## config.mk

```make
export PLATFORM = sky130hd
export DESIGN_NAME = alu_share_arbiter
export DESIGN_NICKNAME = d
export VERILOG_FILES = /design/src/rtl/alu_share_arbiter.sv
export SDC_FILE = /design/constraint.sdc
export NUM_CORES = 1
export LEC_CHECK = 0
export BUFFER_PORTS_ARGS = -buffer_cell sky130_fd_sc_hd__buf_2
export CORE_AREA = 10 10 144 146
export CTS_BUF_LIST = sky130_fd_sc_hd__clkbuf_8
export DETAILED_ROUTE_END_ITERATION = 12
export DIE_AREA = 0 0 154 156
export MAX_ROUTING_LAYER = met4
export PLACE_DENSITY_LB_ADDON = 0.1
export REMOVE_ABC_BUFFERS = 1
export SETUP_SLACK_MARGIN = 0.02
export SLEW_MARGIN = 20
export SYNTH_ARGS = -nofsm -noshare
export SYNTH_HDL_FRONTEND = slang
export SYNTH_SLANG_ARGS = --single-unit
```

## constraint.sdc

```tcl
create_clock -name clock -period 4.35 [get_ports clock]
set_input_delay 0.2175 -clock clock [delete_from_list [all_inputs] [get_ports clock]]
set_output_delay 0.2175 -clock clock [all_outputs]
set_load 0.005 [all_outputs]
```

## src/rtl/alu_share_arbiter.sv

```systemverilog
// alu_share_arbiter: round-robin share of one combinational ALU between two
// requesters, with registered operands and a one-deep response slot each.
//
// Ports:
//   clock, resetn              rising-edge clock, async active-low reset
//   reqN_valid/ready           request handshake (N = 0, 1)
//   reqN_opcode/shamt/a/b      request payload
//   respN_valid/ready          response slot handshake
//   respN_result/flags         captured result, flags {err, ovf, lt, ne}
//   alu_operandA/B, alu_opcode, alu_shiftamt   registered ALU inputs
//   alu_result, alu_isNotEqual, alu_isLessThan, alu_overflow   ALU outputs
//
// Build option: ALU_ARB_ILLEGAL_OP_EN - opcodes above LAST_LEGAL_OP are
// answered locally with result 0 and flags 4'b1000 instead of reaching the ALU.
module alu_share_arbiter #(
    parameter int DATA_WIDTH    = 32,
    parameter int LAST_LEGAL_OP = 5
) (
    input  logic                  clock,
    input  logic                  resetn,
    input  logic                  req0_valid,
    output logic                  req0_ready,
    input  logic [4:0]            req0_opcode,
    input  logic [4:0]            req0_shamt,
    input  logic [DATA_WIDTH-1:0] req0_a,
    input  logic [DATA_WIDTH-1:0] req0_b,
    input  logic                  req1_valid,
    output logic                  req1_ready,
    input  logic [4:0]            req1_opcode,
    input  logic [4:0]            req1_shamt,
    input  logic [DATA_WIDTH-1:0] req1_a,
    input  logic [DATA_WIDTH-1:0] req1_b,
    output logic                  resp0_valid,
    input  logic                  resp0_ready,
    output logic [DATA_WIDTH-1:0] resp0_result,
    output logic [3:0]            resp0_flags,
    output logic                  resp1_valid,
    input  logic                  resp1_ready,
    output logic [DATA_WIDTH-1:0] resp1_result,
    output logic [3:0]            resp1_flags,
    output logic [DATA_WIDTH-1:0] alu_operandA,
    output logic [DATA_WIDTH-1:0] alu_operandB,
    output logic [4:0]            alu_opcode,
    output logic [4:0]            alu_shiftamt,
    input  logic [DATA_WIDTH-1:0] alu_result,
    input  logic                  alu_isNotEqual,
    input  logic                  alu_isLessThan,
    input  logic                  alu_overflow
);

    typedef enum logic {S_IDLE = 1'b0, S_EXEC = 1'b1} state_t;

    localparam logic [4:0] LP_LAST_OP = 5'(LAST_LEGAL_OP);

    state_t                r_state;
    logic                  r_last_grant;
    logic                  r_owner;
    logic [DATA_WIDTH-1:0] r_alu_a;
    logic [DATA_WIDTH-1:0] r_alu_b;
    logic [4:0]            r_alu_op;
    logic [4:0]            r_alu_sh;
    logic                  r_resp0_valid;
    logic                  r_resp1_valid;
    logic [DATA_WIDTH-1:0] r_resp0_result;
    logic [DATA_WIDTH-1:0] r_resp1_result;
    logic [3:0]            r_resp0_flags;
    logic [3:0]            r_resp1_flags;

    logic                  w_elig0;
    logic                  w_elig1;
    logic                  w_gnt0;
    logic                  w_gnt1;
    logic [DATA_WIDTH-1:0] w_sel_a;
    logic [DATA_WIDTH-1:0] w_sel_b;
    logic [4:0]            w_sel_op;
    logic [4:0]            w_sel_sh;
    logic                  w_op_over;
    logic                  w_illegal;
    logic [DATA_WIDTH-1:0] w_res;
    logic [3:0]            w_flags;

    // A full slot that drains this edge counts as free.
    assign w_elig0 = (r_state == S_IDLE) & req0_valid
                   & (~r_resp0_valid | resp0_ready);
    assign w_elig1 = (r_state == S_IDLE) & req1_valid
                   & (~r_resp1_valid | resp1_ready);

    // On a tie the requester that was not granted last wins.
    assign w_gnt0 = w_elig0 & (~w_elig1 | r_last_grant);
    assign w_gnt1 = w_elig1 & (~w_elig0 | ~r_last_grant);

    assign req0_ready = w_gnt0;
    assign req1_ready = w_gnt1;

    assign w_sel_a   = w_gnt1 ? req1_a      : req0_a;
    assign w_sel_b   = w_gnt1 ? req1_b      : req0_b;
    assign w_sel_op  = w_gnt1 ? req1_opcode : req0_opcode;
    assign w_sel_sh  = w_gnt1 ? req1_shamt  : req0_shamt;
    assign w_op_over = (w_sel_op > LP_LAST_OP);

`ifdef ALU_ARB_ILLEGAL_OP_EN
    logic r_illegal;

    assign w_illegal = w_op_over;
    assign w_res     = r_illegal ? '0 : alu_result;
    assign w_flags   = r_illegal ? 4'b1000
                     : {1'b0, alu_overflow, alu_isLessThan, alu_isNotEqual};

    always_ff @(posedge clock or negedge resetn) begin
        if (!resetn) begin
            r_illegal <= 1'b0;
        end else if (w_gnt0 | w_gnt1) begin
            r_illegal <= w_illegal;
        end
    end
`else
    logic w_unused_op_over;

    assign w_unused_op_over = w_op_over;
    assign w_illegal        = 1'b0;
    assign w_res            = alu_result;
    assign w_flags          = {1'b0, alu_overflow, alu_isLessThan, alu_isNotEqual};
`endif

    always_ff @(posedge clock or negedge resetn) begin
        if (!resetn) begin
            r_state        <= S_IDLE;
            r_last_grant   <= 1'b1;
            r_owner        <= 1'b0;
            r_alu_a        <= '0;
            r_alu_b        <= '0;
            r_alu_op       <= '0;
            r_alu_sh       <= '0;
            r_resp0_valid  <= 1'b0;
            r_resp1_valid  <= 1'b0;
            r_resp0_result <= '0;
            r_resp1_result <= '0;
            r_resp0_flags  <= '0;
            r_resp1_flags  <= '0;
        end else begin
            if (r_resp0_valid & resp0_ready) r_resp0_valid <= 1'b0;
            if (r_resp1_valid & resp1_ready) r_resp1_valid <= 1'b0;
            unique case (r_state)
                S_IDLE: begin
                    if (w_gnt0 | w_gnt1) begin
                        r_alu_a      <= w_sel_a;
                        r_alu_b      <= w_sel_b;
                        r_alu_op     <= w_illegal ? 5'd0 : w_sel_op;
                        r_alu_sh     <= w_sel_sh;
                        r_owner      <= w_gnt1;
                        r_last_grant <= w_gnt1;
                        r_state      <= S_EXEC;
                    end
                end
                S_EXEC: begin
                    // Fill overrides a drain on the same edge.
                    if (r_owner) begin
                        r_resp1_valid  <= 1'b1;
                        r_resp1_result <= w_res;
                        r_resp1_flags  <= w_flags;
                    end else begin
                        r_resp0_valid  <= 1'b1;
                        r_resp0_result <= w_res;
                        r_resp0_flags  <= w_flags;
                    end
                    r_state <= S_IDLE;
                end
            endcase
        end
    end

    assign alu_operandA = r_alu_a;
    assign alu_operandB = r_alu_b;
    assign alu_opcode   = r_alu_op;
    assign alu_shiftamt = r_alu_sh;
    assign resp0_valid  = r_resp0_valid;
    assign resp1_valid  = r_resp1_valid;
    assign resp0_result = r_resp0_result;
    assign resp1_result = r_resp1_result;
    assign resp0_flags  = r_resp0_flags;
    assign resp1_flags  = r_resp1_flags;

endmodule

```

==> impl_metrics.ini <==
[cells_and_area]
layout_commonest_cell = buf_2
syn_to_final_growth_pct = 43.5
fin_nets = 978
drive_gt1_share_pct = 67.5
layout_common_cells = buf_2, dfrtp_1, mux2_2, or2_2, o221a_1

[global_route]
grt_pass1_wl_mm = 32.4
grt_pass1_vias = 5621
grt_usage_pct = 17.7
overflow = 0
grt_antenna_before_repair = 5
grt_max_degree = 72

[routing]
drt_iter0_markers = 246
top_layer = met4
met2WireLength_mm = 10.4
wl_met3_mm = 1.93
vias = 4990
drt_wl_total_mm = 21.4
drt.antenna.violating_nets = 0
vias_per_cell = 4.82
wl_per_cell_um = 20.7
drc = 0
wl_met1_mm = 8.70
drtPass1Iterations = 4

[worst_setup_path]
required_ns = 4.13
critPathKind = reg2out
cp_data_arrival_time_ns = 2.43
cp_max_fo = 48
start_kind = flip-flop
end_kind = output port

[clock_network]
cts_setup_buffers = 0
clock-root-buffer = clkbuf_8
clk_pin_slew_worst_paths_ns = 0.08
post_cts_resized = 0
numCtsBuffers = 17
cts_tree = done
cts_buffer_depth = 2
cts_sinks = 149
htreeDepth = 4
insertion_delay_ns = 0.44

[timing]
drv_slew = 0
hold_viol_final = 0
min_period_ns = 2.65
setup_viol = 0
period_share_pct = 60.9
tightest_slew_ns = 1.03
finalSetupTns_ns = 0
rsz0062_at_grt = false
skew_ns = 0.0151
max_clock_freq_mhz = 378
setup_ws_ns = 1.70
slew_headroom_pct = 31.4

[flow_run]
cap_viol_max_count = 0

[power]
peakVddDrop_mv = 0.369
powerDensity_nw_per_um2 = 687
p_leak_uw = 0.00411

[floorplanning]
core_area_sq_um = 17800
die_x_um = 154
dieHeight_um = 156
initial_core_util_pct = 34.4
num_rows = 49
die_area_sq_um = 24000
io_pins = 339

[synthesis]
ys_ff_latch = 149
ys_seq_area_share_pct = 60.8
ys_types = 22
syn_avg_cell_area_sq_um = 14.6
synthCells = 421
syn_area_sq_um = 6130
yosys_warnings = 0

[placement]
post-place-ws_ns = 1.77
dp_hpwl_mm = 16.0
port_buffers = 336
gp_congestion = 0.837

[outcome]
status = completed

[hold_path]
hp-class = in2reg
[synthesized netlist by cell type (all sizes together)]
cell type    n  area (sq um)
a21o         1          7.51
buf         27           168
clkbuf       6          22.5
conb         1          3.75
dfrtp      148          3700
dfstp        1          26.3
inv          4          15.0
mux2        70           788
nand2        4          15.0
nand2b       2          20.0
nor2b        3          18.8
nor3         1          5.00
o21a         1          7.51
o221a       74           833
o32ai        1          16.3
or2         76           475
or3          1          6.26
[timing repair]
action / in CTS / in global routing
endpoints found under the setup margin: 0 / 0
hold buffers: 31 / 7
hold endpoints to repair: 116 / 8
[path summary, 6_finish.rpt]
kind,to,from,cells past startpoint,slack [ns]
max reg2reg,alu_operandA[8],r_state,5,1.82
max in group asynchronous,alu_operandB[10],resetn,3,2.89
min in group asynchronous,resp1_result[13],resetn,2,0.35
min reg2reg,resp1_result[10],resp1_result[10],1,0.50
min,alu_operandB[16],req0_b[16],2,0.04
max,req1_ready,r_state,5,1.70
[area by class of cell]
cell class	count	area, sq um
clock inverter	13	129
inverter	4	15.0
tap	229	287
timing repair buffer	381	2140
clock buffer	19	262
antenna	5	12.5
fill	1612	9040
multi-input combinational	236	2220
sequential	149	3730
[where the power goes]
part	switching (uW)	total, uW	internal, uW
combinational	1100	2540	1450
sequential	355	2440	2080
clock	528	1060	536
[sequential cells by signal, indices dropped and copies added (netlist names)]
| signal | flops |
|---|---|
| alu_operandA | 32 |
| alu_operandB | 32 |
| resp0_result | 32 |
| resp1_result | 32 |
| alu_opcode | 5 |
| alu_shiftamt | 5 |
| resp0_flags | 3 |
| resp1_flags | 3 |
| r_last_grant | 1 |
| r_owner | 1 |
| r_state | 1 |
| resp0_valid | 1 |
| resp1_valid | 1 |
[critical path, cell delays in order (launching register included)]
cell and delay (ns):
dfrtp_1 0.46, nand2b_4 0.19, or3_1 0.35, nand2_2 0.76, inv_1 0.07, buf_2 0.16
[metrics by stage]
step | std cells | hold slack [ns] | total power [uW] | util [%] | instance area (sq um)
finish | 1036 | 0.0363 | 6040 | 49.3 | 8800
global route | 1036 | 0.000777 | 6490 | 49.3 | 8800
CTS | 1023 | 0.000227 | 6130 | 48.7 | 8690
detailed placement | 960 | 0.272 | 5020 | 44.8 | 7990
global placement | 960 | 0.266 | 4960 | 44.8 | 7990
floorplan | 389 | -0.0781 | 3740 | - | 5950
[cells by family after synthesis]
kind of cell | share of synthesized area [%]
and+or+nand+nor | 8.81
other | 0.0612
DFF | 60.8
buffers and inverters | 3.35
muxes | 12.9
AOI/OAI and AO/OA | 14.1
[routing by layer]
metal | global-route usage, % | vias up
li1 | - | 2297
met1 | 20.5 | 2416
met2 | 27.5 | 254
met3 | 7.33 | 23
met4 | 5.53 | 0
met5 | - | -
(Power assumes the default switching activity.)
